## src/rtl/fsim_run_ctrl.sv

```systemverilog
// Run sequencer for the fault-simulation bench: holds the core in reset, pulses
// fault injection on release, paces compare strobes, and closes on end-of-test or timeout.
module fsim_run_ctrl #(
  parameter int unsigned CNT_W        = 32,
  parameter int unsigned RST_CYCLES   = 8,
  parameter int unsigned STROBE_DIV   = 1,
  parameter int unsigned DRAIN_CYCLES = 4
) (
  input  logic             clk_i,
  input  logic             rst_i,
  input  logic             start_i,
  input  logic             abort_i,
  input  logic [CNT_W-1:0] timeout_i,
  input  logic             eot_i,
  output logic             core_rst_no,
  output logic             inject_o,
  output logic             strobe_o,
  output logic             busy_o,
  output logic             done_o,
  output logic             timeout_o,
  output logic [CNT_W-1:0] cycle_cnt_o
);

  localparam int unsigned PH_MAX     = (RST_CYCLES > DRAIN_CYCLES) ? RST_CYCLES : DRAIN_CYCLES;
  localparam int unsigned PH_W       = (PH_MAX > 1) ? $clog2(PH_MAX) : 1;
  localparam int unsigned DIV_W      = (STROBE_DIV > 1) ? $clog2(STROBE_DIV) : 1;
  localparam int unsigned RST_LAST   = RST_CYCLES - 1;
  localparam int unsigned DRAIN_LAST = (DRAIN_CYCLES > 0) ? DRAIN_CYCLES - 1 : 0;
  localparam int unsigned DIV_LAST   = STROBE_DIV - 1;

  typedef enum logic [2:0] {
    S_IDLE  = 3'd0,
    S_RST   = 3'd1,
    S_INJ   = 3'd2,
    S_RUN   = 3'd3,
    S_DRAIN = 3'd4
  } state_t;

  state_t            r_state;
  state_t            w_next;
  logic [PH_W-1:0]   r_ph;
  logic [PH_W-1:0]   w_ph_nxt;
  logic [DIV_W-1:0]  r_div;
  logic [DIV_W-1:0]  w_div_nxt;
  logic [CNT_W-1:0]  r_cnt;
  logic [CNT_W-1:0]  w_cnt_nxt;
  logic [CNT_W-1:0]  r_tq;
  logic [CNT_W-1:0]  w_tq_nxt;
  logic              r_done;
  logic              w_done_nxt;
  logic              r_tmo;
  logic              w_tmo_nxt;
  logic [CNT_W-1:0]  w_cnt_sat;
  logic              w_tmo_hit;

  assign w_cnt_sat = (r_cnt == '1) ? r_cnt : r_cnt + CNT_W'(1);
  assign w_tmo_hit = (r_tq != '0) && (r_cnt == r_tq - CNT_W'(1));

  // State and datapath registers
  always_ff @(posedge clk_i) begin
    if (rst_i) begin
      r_state <= S_IDLE;
      r_ph    <= '0;
      r_div   <= '0;
      r_cnt   <= '0;
      r_tq    <= '0;
      r_done  <= 1'b0;
      r_tmo   <= 1'b0;
    end else begin
      r_state <= w_next;
      r_ph    <= w_ph_nxt;
      r_div   <= w_div_nxt;
      r_cnt   <= w_cnt_nxt;
      r_tq    <= w_tq_nxt;
      r_done  <= w_done_nxt;
      r_tmo   <= w_tmo_nxt;
    end
  end

  // Next-state and datapath update
  always_comb begin
    w_next     = r_state;
    w_ph_nxt   = r_ph;
    w_div_nxt  = r_div;
    w_cnt_nxt  = r_cnt;
    w_tq_nxt   = r_tq;
    w_done_nxt = r_done;
    w_tmo_nxt  = r_tmo;

    case (r_state)
      S_IDLE: begin
        if (start_i) begin
          w_next     = S_RST;
          w_ph_nxt   = '0;
          w_cnt_nxt  = '0;
          w_tq_nxt   = timeout_i;
          w_done_nxt = 1'b0;
          w_tmo_nxt  = 1'b0;
        end
      end
      S_RST: begin
        if (r_ph == PH_W'(RST_LAST)) begin
          w_next   = S_INJ;
          w_ph_nxt = '0;
        end else begin
          w_ph_nxt = r_ph + PH_W'(1);
        end
      end
      S_INJ: begin
        w_next    = S_RUN;
        w_div_nxt = '0;
      end
      S_RUN: begin
        w_cnt_nxt = w_cnt_sat;
        w_div_nxt = (r_div == DIV_W'(DIV_LAST)) ? '0 : r_div + DIV_W'(1);
        // End-of-test outranks a coincident timeout
        if (eot_i) begin
          if (DRAIN_CYCLES == 0) begin
            w_next     = S_IDLE;
            w_done_nxt = 1'b1;
          end else begin
            w_next   = S_DRAIN;
            w_ph_nxt = '0;
          end
        end else if (w_tmo_hit) begin
          w_next    = S_IDLE;
          w_tmo_nxt = 1'b1;
        end
      end
      S_DRAIN: begin
        if (r_ph == PH_W'(DRAIN_LAST)) begin
          w_next     = S_IDLE;
          w_done_nxt = 1'b1;
        end else begin
          w_ph_nxt = r_ph + PH_W'(1);
        end
      end
      default: w_next = S_IDLE;
    endcase

    // Abort leaves flags clear and the cycle count frozen
    if (abort_i && (r_state != S_IDLE)) begin
      w_next     = S_IDLE;
      w_cnt_nxt  = r_cnt;
      w_done_nxt = r_done;
      w_tmo_nxt  = r_tmo;
    end
  end

  assign core_rst_no = (r_state == S_INJ) || (r_state == S_RUN) || (r_state == S_DRAIN);
  assign inject_o    = (r_state == S_INJ);
  assign strobe_o    = ((r_state == S_RUN) && (r_div == '0)) || (r_state == S_DRAIN);
  assign busy_o      = (r_state != S_IDLE);
  assign done_o      = r_done;
  assign timeout_o   = r_tmo;
  assign cycle_cnt_o = r_cnt;

endmodule

```

## config.mk

```make
export PLATFORM = sky130hd
export DESIGN_NAME = fsim_run_ctrl
export DESIGN_NICKNAME = d
export VERILOG_FILES = /design/src/rtl/fsim_run_ctrl.sv
export SDC_FILE = /design/constraint.sdc
export NUM_CORES = 1
export LEC_CHECK = 0
export ABC_CLOCK_PERIOD_IN_PS = 3750
export BUFFER_PORTS_ARGS = -buffer_cell sky130_fd_sc_hd__buf_2
export CAP_MARGIN = 15
export CORE_MARGIN = 2
export CORE_UTILIZATION = 30
export CTS_CLUSTER_SIZE = 12
export DETAILED_ROUTE_END_ITERATION = 8
export PLACE_DENSITY_LB_ADDON = 0.12
export SLEW_MARGIN = 20
export SYNTH_ARGS = -nofsm -noshare
export SYNTH_HDL_FRONTEND = slang
export SYNTH_SLANG_ARGS = --single-unit
```

## constraint.sdc

```tcl
create_clock -name clk_i -period 3.75 [get_ports clk_i]
set_input_delay 0.1875 -clock clk_i [delete_from_list [all_inputs] [get_ports clk_i]]
set_output_delay 0.1875 -clock clk_i [all_outputs]
set_load 0.005 [all_outputs]
```

==> results of run 1 <==
==> cell usage after synthesis (all sizes together), types with 8 or more instances <==
cell	instances	share of area [%]
and4	8	1.6
nand3	18	2.1
clkbuf	32	2.8
nand4	17	2.4
xor2	18	3.6
a21oi	56	6.4
nor3	21	2.4
o21ai	26	3.0
or3	22	3.3
nor4	15	2.9
xnor2	30	6.0
dfxtp	72	33
inv	13	1.1
or4	11	2.2
nor2	47	4.0
nand2	81	7.0
==> layout by cell type (no fill, tap or decap), types with 7 or more instances in the layout <==
master,count
nand3_1,18
o21ai_0,25
inv_1,13
nand4_1,17
buf_4,10
clkbuf_16,9
nor2_1,47
nand2_1,81
nor4_1,11
dfxtp_1,72
nor3_1,20
a21oi_1,56
and4_1,8
or3_1,20
buf_2,74
xor2_1,18
xnor2_1,30
or4_1,7
==> worst max-delay path, stage by stage, from the launching register on <==
cell       delay, ns
dfxtp_1         0.38
nor4_2          0.44
nand3_1         0.31
or4_2           0.67
a2111oi_0       0.52
nand4_1         0.17
nor4_2          0.46
o41ai_1         0.14
==> cells by family (layout without fill, tap and decap cells) <==
kind of cell    after synthesis  in the layout
xor+xnor                     48             48
fa+ha+maj                     5              5
buf+inv                      47            110
mux                           5              5
compound gates              124            124
flops                        72             72
simple gates                270            270
==> flip-flops by register name (all words and copies together) (netlist names) <==
name	flops
timeout_o	1
r_ph	3
cycle_cnt_o	32
r_state	3
done_o	1
r_tq	32
==> final timing paths <==
kind                               startpoint  depth (start not counted)          to
worst max-delay path                  r_tq[2]                          7  r_state[0]
worst min-delay path            timeout_i[29]                          3    r_tq[29]
worst max register to register        r_tq[2]                          7  r_state[0]
worst min register to register        r_ph[2]                          2     r_ph[2]
==> stage by stage <==
stage / area (um^2) / worst slack, ns / util [%] / power [W] / hold slack, ns
final: 5170 / 0.546 / 36.0 / 0.00198 / 0.0812
after global routing: 5170 / 0.285 / 36.0 / 0.00208 / 0.0819
after CTS: 5170 / 0.558 / 36.0 / 0.00201 / 0.0705
after detailed placement: 4910 / 0.579 / 34.2 / 0.00121 / 0.433
after global placement: 4910 / 0.692 / 34.2 / 0.00120 / 0.433
after floorplan: 4370 / 0.897 / - / 0.00110 / 0.289
==> where the power goes <==
group | switching [W] | internal (W)
clock network | 0.000317 | 0.000471
logic | 0.000200 | 0.000151
registers | 0.0000496 | 0.000792
total | 0.000566 | 0.00141
==> layer usage <==
metal / up-vias / part of all wire (%) / track usage, %
met1: 2045 / 48 / 22.9
met5: - / 0 / 0
met4: 0 / 1.8 / 6.41
li1: 2173 / - / -
met2: 96 / 45 / 27.3
met3: 13 / 5.1 / 4.60
==> cell type report <==
class	count	area [um^2]	share of cell area, %
Clock buffer	12	256	4.96
Inverter	13	48.8	0.944
Sequential cell	72	1440	27.9
Tap cell	184	230	4.45
Multi-Input combinational cell	452	2740	53.1
Clock inverter	1	5.00	0.0968
Timing Repair Buffer	84	445	8.61
==> flow_metrics.py, run 1 <==
metrics = {
    "outcome": {
        "outcome": "finished clean",
    },
    "final_layout": {
        "nNetsFinal": 674,
        "nFillCells": 1517,
        "final_cells": 818,
        "antennaDiodeCount": 0,
        "area_growth_pct": 18.5,
        "layout-drive-gt1-share_pct": 18.8,
    },
    "synth": {
        "netlist_area_um2": 4370,
        "synthFlopType": "dfxtp_1",
        "synth_mux_area_share_pct": 1.18,
        "ys_types": 60,
        "syn_nets": 613,
        "synthAdderAreaFrac_pct": 1.43,
        "synth_xor_area_share_pct": 9.63,
        "syn_area_per_cell_um2": 7.65,
        "synth-seq-cells": 72,
        "seq_area_frac_synth_pct": 33.0,
        "yosys_warnings": 0,
        "synthArstFlopShare_pct": 0,
        "synth_top_family_by_area": "simple AND/OR/NAND/NOR gates",
        "synth_compound_area_share_pct": 17.6,
        "synth-simple-area-share_pct": 32.9,
        "synthesis.instances": 571,
        "synth_edf_count": 0,
    },
    "power": {
        "leakage_nw": 1.98,
        "p_per_area_nw_per_um2": 383,
        "ir_drop_mv": 0.187,
    },
    "drt": {
        "first_iter_violations": 196,
        "postRouteAntennaNets": 0,
        "drc": 0,
        "wl_um": 13300,
        "firstDrtPassIters": 7,
        "vias": 4327,
        "post_drt_wl_per_cell_um": 16.2,
        "post_drt_via_cell_ratio": 5.29,
    },
    "hold_path": {
        "hold_path_class": "input pin to flip-flop",
    },
    "critical_path": {
        "arrival_ns": 3.42,
        "critPathCaptureType": "flip-flop",
        "worstPathRequired_ns": 3.97,
        "cp_max_fo": 8,
        "start_kind": "flip-flop",
        "r2r_setup_slack_ns": 0.55,
        "critical_path_class": "flip-flop to flip-flop",
    },
    "clocking": {
        "postCtsSetupRepairBufs": 0,
        "postCtsHoldBufs": 0,
        "cts_resized": 0,
        "clk_transition_reported_paths_ns": 0.05,
        "cts_buffer_depth": 2,
        "cts.sinks": 72,
        "insertion_delay_ns": 0.35,
        "cts_max_level": 3,
        "cts-buffers-inserted": 9,
        "cts-root-buf": "clkbuf_16",
        "cts_tree": "built",
    },
    "place": {
        "dpl.hpwl_um": 9720,
        "dp.cells": 805,
        "gp_congestion": 0.866,
        "io_buffer_count": 74,
    },
    "floorplanning": {
        "start_util_pct": 30.4,
        "rows": 44,
        "io_pins": 75,
        "die_h_um": 125,
        "die-area_um2": 15500,
        "fp.dieW_um": 125,
        "coreArea_um2": 14400,
    },
    "sta": {
        "finalMaxSlewViolations": 0,
        "min_period_over_period_pct": 85.4,
        "worst_pin_slew_ns": 0.834,
        "period_needed_ns": 3.20,
        "setup_viol_count_final": 0,
        "clock_skew_ns": 0.00694,
        "slew_headroom_pct": 44.1,
        "max_freq_ghz": 0.312,
        "setup_tns_ns": 0,
        "rsz0062_at_grt": "no",
        "hold_viol": 0,
    },
    "run": {
        "max_cap_viol_count": 0,
    },
    "global_routing": {
        "grt_pass1_vias": 4087,
        "gr-total-overflow": 0,
        "antenna_found_initial": 0,
        "grt_start_max_net_pins": 39,
        "grt_pass1_wl_um": 21700,
        "grt_usage_pct": 17.4,
    },
}
Note: power is estimated with default switching activity, not from simulation.
==> inputs of run 2 (changes only) <==
--- a/config.mk
+++ b/config.mk
@@ -12,7 +12,9 @@
 export CORE_UTILIZATION = 30
 export CTS_CLUSTER_SIZE = 12
 export DETAILED_ROUTE_END_ITERATION = 8
+export MAX_ROUTING_LAYER = met4
 export PLACE_DENSITY_LB_ADDON = 0.12
+export SKIP_LAST_GASP = 1
 export SLEW_MARGIN = 20
 export SYNTH_ARGS = -nofsm -noshare
 export SYNTH_HDL_FRONTEND = slang
==> run 2 against run 1 <==
Effect of this change:
- register-to-register slack improved by 0.05 ns
- clock skew increased by 0.0011 ns
- die area did not move
- maximum frequency increased by 1.5%
- count of clock-buffer cells in the layout fell by 1
- sequential power is essentially flat
- utilization grew 0.18 points
- sequential cell count stayed put
- cell area rose by 0.51%
- critical path type unchanged
- largest power group is now the clock network
==> flow_metrics.py, run 2 (synthesized netlist as in run 1, its figures left out) <==
metrics = {
    "outcome": {
        "outcome": "finished clean",
    },
    "clocking": {
        "cts_buffer_depth": 2,
        "clk_transition_reported_paths_ns": 0.06,
        "postCtsHoldBufs": 0,
        "cts_tree": "built",
        "cts-root-buf": "clkbuf_16",
        "cts-buffers-inserted": 9,
        "cts_resized": 0,
        "postCtsSetupRepairBufs": 0,
        "cts.sinks": 72,
        "cts_max_level": 3,
        "insertion_delay_ns": 0.35,
    },
    "drt": {
        "postRouteAntennaNets": 0,
        "firstDrtPassIters": 4,
        "post_drt_via_cell_ratio": 5.29,
        "post_drt_wl_per_cell_um": 16.1,
        "vias": 4340,
        "first_iter_violations": 214,
        "drc": 0,
        "wl_um": 13200,
    },
    "place": {
        "gp_congestion": 0.880,
        "dpl.hpwl_um": 9840,
        "pre_cts_ws_ns": 0.539,
        "placed_area_um2": 4910,
        "io_buffer_count": 74,
    },
    "critical_path": {
        "cp_max_fo": 8,
        "arrival_ns": 3.36,
        "start_kind": "flip-flop",
        "worstPathRequired_ns": 3.96,
        "critPathCaptureType": "flip-flop",
        "critical_path_class": "flip-flop to flip-flop",
    },
    "final_layout": {
        "final_area_um2": 5200,
        "area_growth_pct": 19.1,
        "layout-drive-gt1-share_pct": 19.0,
        "most-common-layout-cells": "nand2_1 (81), buf_2 (74), dfxtp_1 (72)",
        "antennaDiodeCount": 0,
        "final_common_cell": "nand2_1",
        "nNetsFinal": 674,
    },
    "floorplanning": {
        "coreArea_um2": 14400,
        "start_util_pct": 30.4,
        "io_pins": 75,
        "fp.dieW_um": 125,
        "die_h_um": 125,
        "rows": 44,
        "die-area_um2": 15500,
    },
    "global_routing": {
        "grt_pass1_wl_um": 21800,
        "grt_pass1_vias": 4161,
        "grt_start_max_net_pins": 39,
        "grt_usage_pct": 18.2,
        "antenna_found_initial": 0,
        "gr-total-overflow": 0,
    },
    "sta": {
        "finalMaxSlewViolations": 0,
        "hold_viol": 0,
        "setup_tns_ns": 0,
        "min_period_over_period_pct": 84.2,
        "worst_pin_slew_ns": 0.796,
        "setup_viol_count_final": 0,
        "rsz0062_at_grt": "no",
        "clock_skew_ns": 0.00808,
        "max_freq_ghz": 0.317,
        "setup_ws_ns": 0.594,
        "period_needed_ns": 3.16,
        "slew_headroom_pct": 46.9,
    },
    "power": {
        "p_int_w": 0.00146,
        "p_sw_w": 0.000573,
        "total_power_w": 0.00204,
        "p_clk_share_pct": 41.8,
        "seqPwrFrac_pct": 41.3,
        "ir_drop_mv": 0.226,
        "leakage_nw": 2.00,
        "pwr-share-comb_pct": 16.9,
        "p_per_area_nw_per_um2": 392,
        "swShare_pct": 28.1,
    },
    "hold_path": {
        "hold_path_class": "input pin to flip-flop",
    },
    "run": {
        "max_cap_viol_count": 0,
    },
}
run 2: changes by cell type in the layout (fill, tap and decap cells not counted):
cell,change
bufinv_16,+1
clkbuf_8,-1
clkinv_2,+2
run 2: worst paths after layout:
path,startpoint,to,slack (ns),cells past startpoint
setup / recovery,r_tq[2],r_state[0],0.59,7
hold / removal,timeout_i[16],r_tq[16],0.08,3
setup reg to reg,r_tq[2],r_state[0],0.59,7
hold reg to reg,r_ph[2],r_ph[2],0.48,2
run 2: power by group through the flow:
stage	Sequential (W)	Clock, W	Combinational (W)
2_1_floorplan	0.000831	0	0.000266
3_3_place_gp	0.000856	0	0.000346
3_5_place_dp	0.000857	0	0.000346
4_1_cts	0.000841	0.000880	0.000347
5_1_grt	0.000846	0.000913	0.000388
6_report	0.000841	0.000852	0.000345
run 2: critical path: stages, from the launching register on:
cell,delay (ns)
dfxtp_1,0.37
nor4_2,0.45
nand3_1,0.31
or4_2,0.67
a2111oi_0,0.49
nand4_1,0.17
nor4_2,0.43
o41ai_1,0.13
run 2: layout make-up:
cell class | instances | area, um^2
Fill cell | 1517 | 9170
Multi-Input combinational cell | 452 | 2740
Sequential cell | 72 | 1440
Timing Repair Buffer | 84 | 445
Clock buffer | 11 | 243
Tap cell | 184 | 230
Inverter | 13 | 48.8
Clock inverter | 4 | 45.0
run 2: metal layers:
layer,GRT usage [%],vias up,part of all wire (%)
li1,-,2181,-
met1,23.2,2037,47
met2,27.5,104,46
met3,3.82,18,5.1
met4,8.53,0,2.0
met5,-,-,0
run 2: through the flow:
step                utilization (%)  hold slack (ns)  std cells
floorplan                         -            0.289        571
global placement               34.2            0.432        805
detailed placement             34.2            0.436        805
CTS                            36.2           0.0673        820
global route                   36.2           0.0806        820
finish                         36.2           0.0827        820
==> inputs of run 3 (changes only) <==
--- a/config.mk
+++ b/config.mk
@@ -5,7 +5,7 @@
 export SDC_FILE = /design/constraint.sdc
 export NUM_CORES = 1
 export LEC_CHECK = 0
-export ABC_CLOCK_PERIOD_IN_PS = 3750
+export ABC_CLOCK_PERIOD_IN_PS = 2600
 export BUFFER_PORTS_ARGS = -buffer_cell sky130_fd_sc_hd__buf_2
 export CAP_MARGIN = 15
 export CORE_MARGIN = 2
==> constraint.sdc (replaced) <==
create_clock -name clk_i -period 2.6 [get_ports clk_i]
set_input_delay 0.13 -clock clk_i [delete_from_list [all_inputs] [get_ports clk_i]]
set_output_delay 0.13 -clock clk_i [all_outputs]
set_load 0.005 [all_outputs]
==> run 3 against run 2 <==
Effect of this change:
- the run now ends with setup timing left
- critical path depth grew 1
- register-to-register slack worse by 0.78 ns
- count of clock-buffer cells in the layout is 1 higher
- worst setup slack got worse by 0.78 ns
==> flow_metrics.py, run 3 (synthesized netlist as in run 1, its figures left out) <==
metrics = {
    "critical_path": {
        "arrival_ns": 3.01,
        "r2r_end": "r_state[0]",
        "r2r-start": "r_tq[14]",
        "crit_path_top_delay_cell": "or4_4",
        "critPathCaptureType": "flip-flop",
        "critical_path_class": "flip-flop to flip-flop",
        "path_cells": "or4_4 > or3_4 > or4_4 > a2111oi_4 > nand4_1 > nor4_4 > buf_4 > o41ai_1",
        "crit_start": "r_tq[14]",
        "reg2reg_depth": 8,
        "r2r_setup_slack_ns": -0.19,
        "crit_end": "r_state[0]",
        "cp_slowest_stage_delay_ns": 0.54,
        "crit_top_cell": "or4_4",
        "start_kind": "flip-flop",
        "worstPathRequired_ns": 2.82,
        "cp_max_fo": 3,
    },
    "drt": {
        "vias": 4551,
        "first_iter_violations": 208,
        "wl_um": 14100,
        "post_drt_via_cell_ratio": 5.13,
        "post_drt_wl_per_cell_um": 15.8,
        "firstDrtPassIters": 4,
        "drc": 0,
        "postRouteAntennaNets": 0,
    },
    "clocking": {
        "cts-buffers-inserted": 9,
        "insertion_delay_ns": 0.34,
        "cts_tree": "built",
        "cts-root-buf": "clkbuf_16",
        "cts_buffer_depth": 2,
        "cts_max_level": 3,
        "cts.sinks": 72,
        "clk_transition_reported_paths_ns": 0.06,
    },
    "final_layout": {
        "area_growth_pct": 32.7,
        "final_common_cell": "nand2_1",
        "most-common-layout-cells": "nand2_1 (81), buf_2 (74), buf_4 (73)",
        "nFillCells": 1508,
        "nNetsFinal": 740,
        "layout-drive-gt1-share_pct": 29.0,
        "antennaDiodeCount": 0,
        "final_area_um2": 5790,
    },
    "floorplanning": {
        "start_util_pct": 30.4,
        "die-area_um2": 15500,
        "die_h_um": 125,
        "io_pins": 75,
        "rows": 44,
        "coreArea_um2": 14400,
        "fp.dieW_um": 125,
    },
    "power": {
        "p_int_w": 0.00213,
        "seqPwrFrac_pct": 39.2,
        "p_sw_w": 0.000880,
        "p_per_area_nw_per_um2": 519,
        "ir_drop_mv": 0.282,
        "swShare_pct": 29.3,
        "p_clk_share_pct": 37.6,
        "pwr-share-comb_pct": 23.1,
        "leakage_nw": 2.36,
    },
    "outcome": {
        "violations": "setup timing",
        "outcome": "finished, violations left",
    },
    "sta": {
        "worst_pin_slew_ns": 0.438,
        "max_freq_ghz": 0.359,
        "setup_ws_ns": -0.187,
        "hold_viol": 0,
        "whs_ns": 0.0199,
        "clock_skew_ns": 0.0104,
        "rsz0062_at_grt": "yes",
        "finalMaxSlewViolations": 0,
        "period_needed_ns": 2.79,
        "min_period_over_period_pct": 107,
        "setup_viol_count_final": 3,
        "slew_headroom_pct": 70.5,
    },
    "hold_path": {
        "hold_path_class": "input pin to flip-flop",
    },
    "global_routing": {
        "grt_pass1_vias": 4492,
        "grt_usage_pct": 18.5,
        "grt_start_max_net_pins": 34,
        "gr-total-overflow": 0,
        "antenna_found_initial": 0,
        "grt_pass1_wl_um": 22600,
    },
    "place": {
        "io_buffer_count": 74,
        "placed_area_um2": 5410,
        "gp_congestion": 0.897,
        "dpl.hpwl_um": 10500,
    },
    "run": {
        "max_cap_viol_count": 0,
    },
}
[run 3: how the worst min path moves through the flow]
stage / startpoint / depth (start not counted) / end / slack, ns
final: timeout_i[25] / 3 / r_tq[25] / 0.02
after global routing: timeout_i[24] / 3 / r_tq[24] / 0.02
after CTS: timeout_i[25] / 3 / r_tq[25] / 0.01
after detailed placement: timeout_i[25] / 3 / r_tq[25] / 0.38
after global placement: timeout_i[29] / 3 / r_tq[29] / 0.37
after floorplan: abort_i / 1 / r_state[0] / 0.23
[run 3: through the flow]
stage               setup WS, ns  util [%]  total power [W]  TNS [ns]  instances
global route              -0.272      40.3          0.00315    -0.774        887
floorplan                 -0.154         -          0.00159    -0.409        571
finish                    -0.187      40.3          0.00301    -0.513        887
detailed placement        -0.399      37.7          0.00185     -1.15        868
CTS                       -0.243      39.6          0.00300    -0.674        884
global placement          -0.320      37.7          0.00184    -0.908        868
[run 3: power by group through the flow]
stage / Sequential, W / Clock (W) / Combinational [W]
global placement: 0.00120 / 0 / 0.000638
detailed placement: 0.00120 / 0 / 0.000644
finish: 0.00118 / 0.00113 / 0.000696
global route: 0.00119 / 0.00120 / 0.000760
floorplan: 0.00120 / 0 / 0.000388
CTS: 0.00118 / 0.00116 / 0.000656
[run 3: layout make-up]
class	instances	area (um^2)	share of cell area, %
clock buffers	12	246	4.25
well taps	184	230	3.97
flip-flops and latches	72	1450	25.0
clock inverters	4	20.0	0.346
repair buffers	150	961	16.6
multi-input cells	452	2840	49.0
inverters	13	48.8	0.842
[run 3: repair_timing]
| action | CTS | global route |
|---|---|---|
| resized for setup | 3 | 15 |
| endpoints found under the hold margin | 0 | 0 |
| endpoints found under the setup margin | 3 | 19 |
| buffers inserted | 0 | 2 |
| hold buffers | 0 | 0 |
| cloned | 0 | 1 |
| pin swaps | 1 | 6 |
[run 3: worst max-delay path, delay by kind of cell, from the launching register on]
kind | cells | cell delay [ns]
buf+inv | 1 | 0.17
compound gates | 2 | 0.36
flops | 1 | 0.31
simple gates | 5 | 1.83
[run 3: per-layer routing]
layer / wire (um) / GRT usage, % / vias up
li1: - / - / 2306
met1: 6830 / 23.8 / 2132
met2: 6340 / 28.3 / 89
met3: 536 / 3.61 / 24
met4: 345 / 8.33 / 0
met5: 0 / - / -
